<file path="src/rtl/rng_pkg.sv">
// rng_pkg: shared definitions for the random-number arbiter.
//   state_t       FSM encoding used by rng_arbiter (also exported on dbg_state)
//   LFSR_RESET    value the LFSR takes on reset and when seeded with zero
//   LFSR_TAPS     feedback taps q[7]^q[3]^q[2]^q[1] as a bit mask
//   MAX_ATTEMPTS  consecutive rejections before the fold-down fallback
//   lfsr_next()   one LFSR step (shift left, feedback into bit 0)
package rng_pkg;

  typedef enum logic [1:0] {
    ST_IDLE = 2'd0,
    ST_GEN  = 2'd1,
    ST_DONE = 2'd2
  } state_t;

  localparam logic [7:0] LFSR_RESET   = 8'hBD;
  localparam logic [7:0] LFSR_TAPS    = 8'b1000_1110;
  localparam int         MAX_ATTEMPTS = 16;

  function automatic logic [7:0] lfsr_next(input logic [7:0] q);
    return {q[6:0], ^(q & LFSR_TAPS)};
  endfunction

endpackage

</file>
<file path="src/rtl/rng_lfsr8.sv">
// rng_lfsr8: 8-bit Fibonacci LFSR with seed load.
//   clk       clock, rising edge
//   rst_n     synchronous active-low reset, q <= LFSR_RESET
//   step      advance one position this cycle
//   load      load load_val this cycle (wins over step)
//   load_val  seed; zero would lock the LFSR, so it maps to LFSR_RESET
//   q         current LFSR contents
module rng_lfsr8
  import rng_pkg::*;
(
  input  logic       clk,
  input  logic       rst_n,
  input  logic       step,
  input  logic       load,
  input  logic [7:0] load_val,
  output logic [7:0] q
);

  always_ff @(posedge clk) begin
    if (!rst_n) begin
      q <= LFSR_RESET;
    end else if (load) begin
      q <= (load_val == 8'h00) ? LFSR_RESET : load_val;
    end else if (step) begin
      q <= lfsr_next(q);
    end
  end

endmodule

</file>
<file path="src/rtl/rng_arbiter.sv">
// rng_arbiter: round-robin arbiter that serves each requester a random word
// in the inclusive range [0, lim_i], drawn from a shared 8-bit LFSR by
// mask-and-reject sampling.
//   clk        clock, rising edge
//   rst_n      synchronous active-low reset
//   seed_load  load seed into the LFSR (only acted on in IDLE)
//   seed       seed value
//   seed_ack   one-cycle pulse after a seed was loaded
//   req        per-requester level request
//   lim        per-requester inclusive upper bound, slice i = lim[i*W +: W]
//   gnt        one-hot one-cycle grant pulse
//   rnd        random result, meaningful while rnd_valid=1
//   rnd_valid  one-cycle pulse coincident with gnt
//   rnd_id     index of the served requester
//   dbg_state  current FSM state (state_t encoding)
//
// Handshake: a requester raises req[i] and holds it (with lim slice i) until
// it sees gnt[i]=1; that single cycle also carries rnd/rnd_valid/rnd_id and
// completes the transaction. Dropping req[i] early does not cancel a
// transaction that has already been granted.
module rng_arbiter
  import rng_pkg::*;
#(
  parameter int N_REQ = 4,
  parameter int W     = 8,
  localparam int IDW  = (N_REQ > 1) ? $clog2(N_REQ) : 1
) (
  input  logic               clk,
  input  logic               rst_n,
  input  logic               seed_load,
  input  logic [W-1:0]       seed,
  output logic               seed_ack,
  input  logic [N_REQ-1:0]   req,
  input  logic [N_REQ*W-1:0] lim,
  output logic [N_REQ-1:0]   gnt,
  output logic [W-1:0]       rnd,
  output logic               rnd_valid,
  output logic [IDW-1:0]     rnd_id,
  output logic [1:0]         dbg_state
);

  localparam int CW = IDW + 1;

  state_t         state;
  logic [IDW-1:0] ptr;
  logic [IDW-1:0] id;
  logic [W-1:0]   lim_q;
  logic [4:0]     attempts;
  logic [W-1:0]   result;

  logic [7:0]     lfsr_q;
  logic [W-1:0]   q_w;
  logic [W-1:0]   mask;
  logic [W-1:0]   v;
  logic           any_req;
  logic [IDW-1:0] pick;
  logic [CW-1:0]  cand;

  assign dbg_state = state;

  rng_lfsr8 u_lfsr (
    .clk      (clk),
    .rst_n    (rst_n),
    .step     (state == ST_GEN),
    .load     ((state == ST_IDLE) && seed_load),
    .load_val (8'(seed)),
    .q        (lfsr_q)
  );

  assign q_w = W'(lfsr_q);

  // Smallest all-ones value covering lim_q: bit i is set when lim_q has any
  // bit at position i or above.
  always_comb begin
    mask = '0;
    for (int i = 0; i < W; i++) begin
      mask[i] = |(lim_q >> i);
    end
  end

  assign v = q_w & mask;

  // Round-robin pick starting at ptr. Scanning from the farthest offset back
  // to offset 0 lets the closest requesting index overwrite pick last.
  always_comb begin
    any_req = |req;
    pick    = '0;
    cand    = '0;
    for (int i = N_REQ - 1; i >= 0; i--) begin
      cand = CW'(ptr) + CW'(i);
      if (cand >= CW'(N_REQ)) cand = cand - CW'(N_REQ);
      if (req[cand[IDW-1:0]]) pick = cand[IDW-1:0];
    end
  end

  always_ff @(posedge clk) begin
    if (!rst_n) begin
      state     <= ST_IDLE;
      ptr       <= '0;
      id        <= '0;
      lim_q     <= '0;
      attempts  <= '0;
      result    <= '0;
      gnt       <= '0;
      rnd_valid <= 1'b0;
      seed_ack  <= 1'b0;
      rnd       <= '0;
      rnd_id    <= '0;
    end else begin
      gnt       <= '0;
      rnd_valid <= 1'b0;
      seed_ack  <= 1'b0;
      case (state)
        ST_IDLE: begin
          if (seed_load) begin
            seed_ack <= 1'b1;
          end else if (any_req) begin
            id       <= pick;
            lim_q    <= lim[pick*W +: W];
            attempts <= '0;
            state    <= ST_GEN;
          end
        end
        ST_GEN: begin
          if (v <= lim_q) begin
            result <= v;
            state  <= ST_DONE;
          end else if (attempts == 5'(MAX_ATTEMPTS - 1)) begin
            // Fold the rejected sample back into range: v <= mask <= 2*lim+1,
            // so v-(lim+1) <= lim. This caps the time spent in GEN.
            result <= v - lim_q - W'(1);
            state  <= ST_DONE;
          end else begin
            attempts <= attempts + 5'd1;
          end
        end
        ST_DONE: begin
          rnd       <= result;
          rnd_valid <= 1'b1;
          rnd_id    <= id;
          gnt[id]   <= 1'b1;
          ptr       <= (id == IDW'(N_REQ - 1)) ? '0 : id + 1'b1;
          state     <= ST_IDLE;
        end
        default: state <= ST_IDLE;
      endcase
    end
  end

endmodule

</file>
<file path="config.mk">
export PLATFORM = sky130hd
export DESIGN_NAME = rng_arbiter
export DESIGN_NICKNAME = d
export VERILOG_FILES = /design/src/rtl/rng_pkg.sv /design/src/rtl/rng_lfsr8.sv /design/src/rtl/rng_arbiter.sv
export SDC_FILE = /design/constraint.sdc
export NUM_CORES = 1
export LEC_CHECK = 0
export CAP_MARGIN = 20
export CORE_MARGIN = 2
export CORE_UTILIZATION = 46
export CTS_CLUSTER_DIAMETER = 200
export DETAILED_ROUTE_END_ITERATION = 7
export GPL_ROUTABILITY_DRIVEN = 0
export PLACE_DENSITY = 0.87
export SYNTH_ARGS = -nofsm -noshare
export SYNTH_HDL_FRONTEND = slang
export SYNTH_SLANG_ARGS = --single-unit
</file>
<file path="constraint.sdc">
create_clock -name clk -period 2.73 [get_ports clk]
set_input_delay 0.546 -clock clk [delete_from_list [all_inputs] [get_ports clk]]
set_output_delay 0.546 -clock clk [all_outputs]
set_load 0.02 [all_outputs]
</file>
==> metrics.md <==
| Metric | Value |
|---|---|
| Status | complete, but fails checks |
| Failing checks | negative setup slack |
| H-Tree Depth | 2 |
| Post-DP Area | about 3800 µm² |
| Vias in the first global route | around 2900 |
| Final period util | 116% |
| Largest net degree at the start of global routing | 19 |
| Routed vias | between 2000 and 3000 |
| Area grow syn2layout | 45.4% |
| Dpl hpwl | ~5600 µm |
| Mapped cell area | between 2000 and 3000 µm² |
| Clock sink count | a little over 50 |
| Post-synth ARST share | 0% |
| Die Wd | ~83 µm |
| Layout cells sized above 1 | 24.1% |
| Fmax | between 300 and 400 MHz |
| Drt first pass iters | 5 |
| Die area | about 7000 µm² |
| Critical path arrival | approximately 3.4 ns |
| Row count | 28 |
| Slew Viols, Final | 0 |
| Worst Setup EP | attempts[3] |
| Starting Density | about half |
| Slew HR | 58.4% |
| R2R Setup Slk | -0.45 ns |
| Die H | roughly 83 µm |
| Ports | 65 |
| Fin area | about 4200 µm² |
| R2r endpoint | attempts[3] |
| Initial antenna violation count | 0 |
| DR WL/cell | 17.7 µm |
| Antenna fix cells | 0 |
| Input/output buffers | 64 |
| Synth Net Count | 400 |
| ANT nets after route | 0 |
| Total GRT Usage | a little under a quarter |
| Startpoint Class | flop |
| Fin. Hold Viols | 0 |
| Power Density | about 850 nW/µm² |
| TritonCTS clock tree | yes |
| Layout Nets | 497 |
| Via density | a little under 6 |
| Tot Pwr | 3.58 mW |
| Sequential area share after synthesis | 35.1% |
| Final setup viols | 15 |
| Non-filler instance count after layout | ~510 |
| CTS Root Cell | clkbuf_8 |
| Max_cap viols | 0 |
| Worst Max-Slew Pin Slew | between 0.6 and 0.7 ns |
| Core Footprint | 6030 µm² |
| Skew final | a little under 0.008 ns |
| Fin worst setup slack | -0.449 ns |
| Longest Clk Path Bufs | 2 |
| Avg Cell Area, Syn | ~8.6 µm² |
| VDD IR max | 0.576 mV |
| CP endpoint kind | flop |
| Reg clk slew, reported paths | 0.10 ns |
| DRC Markers | 0 |
| Mapped Cells | 338 |
| First-pass GRT wire length | approximately 14000 µm |
| Dominant synthesized flop cell | dfxtp_1 |
| Critical R2R Launch | lim_q[4] |
| Fillers | about 400 |
| Final Util | between 70% and 80% |
| Most frequent cells in the layout | clkdlybuf4s50_1, dfxtp_1, nand2_1, buf_4, mux2i_1 |
| Commonest non-fill, non-tap cell in the layout | clkdlybuf4s50_1 |
| Hold_buf cts | 0 |
| Area of the multi-input gates | just under 2000 µm² |
| Grt total ovfl | 0 |
| Hold Path Class | reg -> reg |
| Count of different cell masters after synthesis | between 50 and 60 |
| Data required time of the worst path | 2.95 ns |
| Crit Path Max Fanout | 6 |
| Worst Setup SP | lim_q[4] |
| Clk_lat worst skew | 0.32 ns |
| Leak | 1.62 nW |
| RSZ-0062 raised after global routing | true |
| DR iter-0 viols | between 300 and 400 |
| Synth warnings | 0 |
| Synthesized flop and latch total | 51 |
| Register cell area after layout | slightly above 1000 µm² |
| Hold_ws | between 0.4 and 0.5 ns |
| Total negative slack | -4.92 ns |
| CTS buffer count | 5 |
| Period minus WS final | between 3 and 4 ns |
| EDFF count, synth | 0 |
| Critical Setup Path Class | reg -> reg |
| Post-Place Setup Slack | -0.430 ns |
| DRT Wirelength | about 9000 µm |
| Reg2Reg Depth | 11 |
| Placed cells | ~500 |
power by group:
| group | internal, mW | switching, mW |
|---|---|---|
| combinational | 1.10 | 1.07 |
| sequential | 0.841 | 0.0925 |
| clock | 0.190 | 0.286 |
critical path: stages, from the launching register on:
cell and delay [ns]:
dfxtp_2 0.33, or4_4 0.53, buf_4 0.16, o31a_1 0.28, ha_4 0.28, nand4_1 0.21
a21oi_4 0.27, o41ai_4 0.11, buf_6 0.16, o31ai_4 0.22, nand4_1 0.19, mux2_4 0.33
how the worst min path moves through the flow:
stage / start / to / slack, ns / depth (start not counted)
finish: rnd[2] / rnd[2] / 0.47 / 2
global route: result[7] / rnd[7] / 0.50 / 2
CTS: rnd[2] / rnd[2] / 0.48 / 2
detailed placement: rnd[2] / rnd[2] / 0.46 / 2
global placement: result[0] / rnd[0] / 0.45 / 2
floorplan: result[3] / rnd[3] / 0.44 / 2
final cells by class:
type | count | share of cell area, %
clock buffers | 5 | 1.63
clock inverters | 3 | 0.681
inverters | 15 | 1.33
multi-input cells | 256 | 46.0
flip-flops and latches | 51 | 24.2
well taps | 75 | 2.22
repair buffers | 106 | 23.9
cell families after synthesis:
logic type | Yosys count | synth area share [%]
simple gates | 120 | 20.6
mux | 30 | 10.7
compound gates | 85 | 20.5
fa+ha+maj | 15 | 6.72
flops | 51 | 35.1
buf+inv | 32 | 4.82
xor+xnor | 5 | 1.51
flip-flops by register name, summed over array words and instances, names as in the netlist:
register and flops:
attempts 5, dbg_state 2, gnt 4, id 2, lim_q 8, ptr 2, result 8, rnd 8
rnd_id 2, rnd_valid 1, seed_ack 1, u_lfsr.q 8
timing repair:
action,4_1_cts,5_1_grt
buffers inserted,8,4
pin swaps,11,8
resized for setup,27,17
gates cloned,2,0
endpoints found under the setup margin,15,15
cells in the mapped netlist (3+ instances only):
library cell / instances / share of area [%]
o21ai_1: 12 / 2.1
xnor2_1: 5 / 1.5
mux2i_1: 21 / 7.2
nor3b_1: 3 / 0.78
dfxtp_1: 51 / 35
clkbuf_1: 12 / 1.6
nor2b_1: 6 / 1.3
a21oi_1: 16 / 2.8
a21boi_0: 15 / 3.9
nor4_1: 4 / 0.86
a211oi_1: 4 / 1.0
o21a_1: 4 / 1.0
nor2_1: 14 / 1.8
mux2_2: 8 / 3.1
a22oi_1: 3 / 0.78
nand2b_1: 5 / 1.1
nand2_1: 47 / 6.1
and3_1: 6 / 1.3
o21ai_0: 11 / 1.9
ha_1: 14 / 6.0
buf_4: 3 / 0.78
and2_1: 5 / 1.1
nand4_1: 7 / 1.5
inv_1: 15 / 1.9
nand3_1: 12 / 2.1
nor3_1: 4 / 0.69
layer usage:
metal / global-route usage, % / part of all wire [%] / up-vias / wire [µm]
met5: 0 / 0 / - / 0
met1: 28.3 / 39 / 1355 / 3530
li1: - / - / 1397 / -
met2: 42.2 / 49 / 182 / 4430
met3: 4.15 / 6.9 / 48 / 622
met4: 8.50 / 4.9 / 0 / 442
Note: power is estimated with default switching activity, not from simulation.
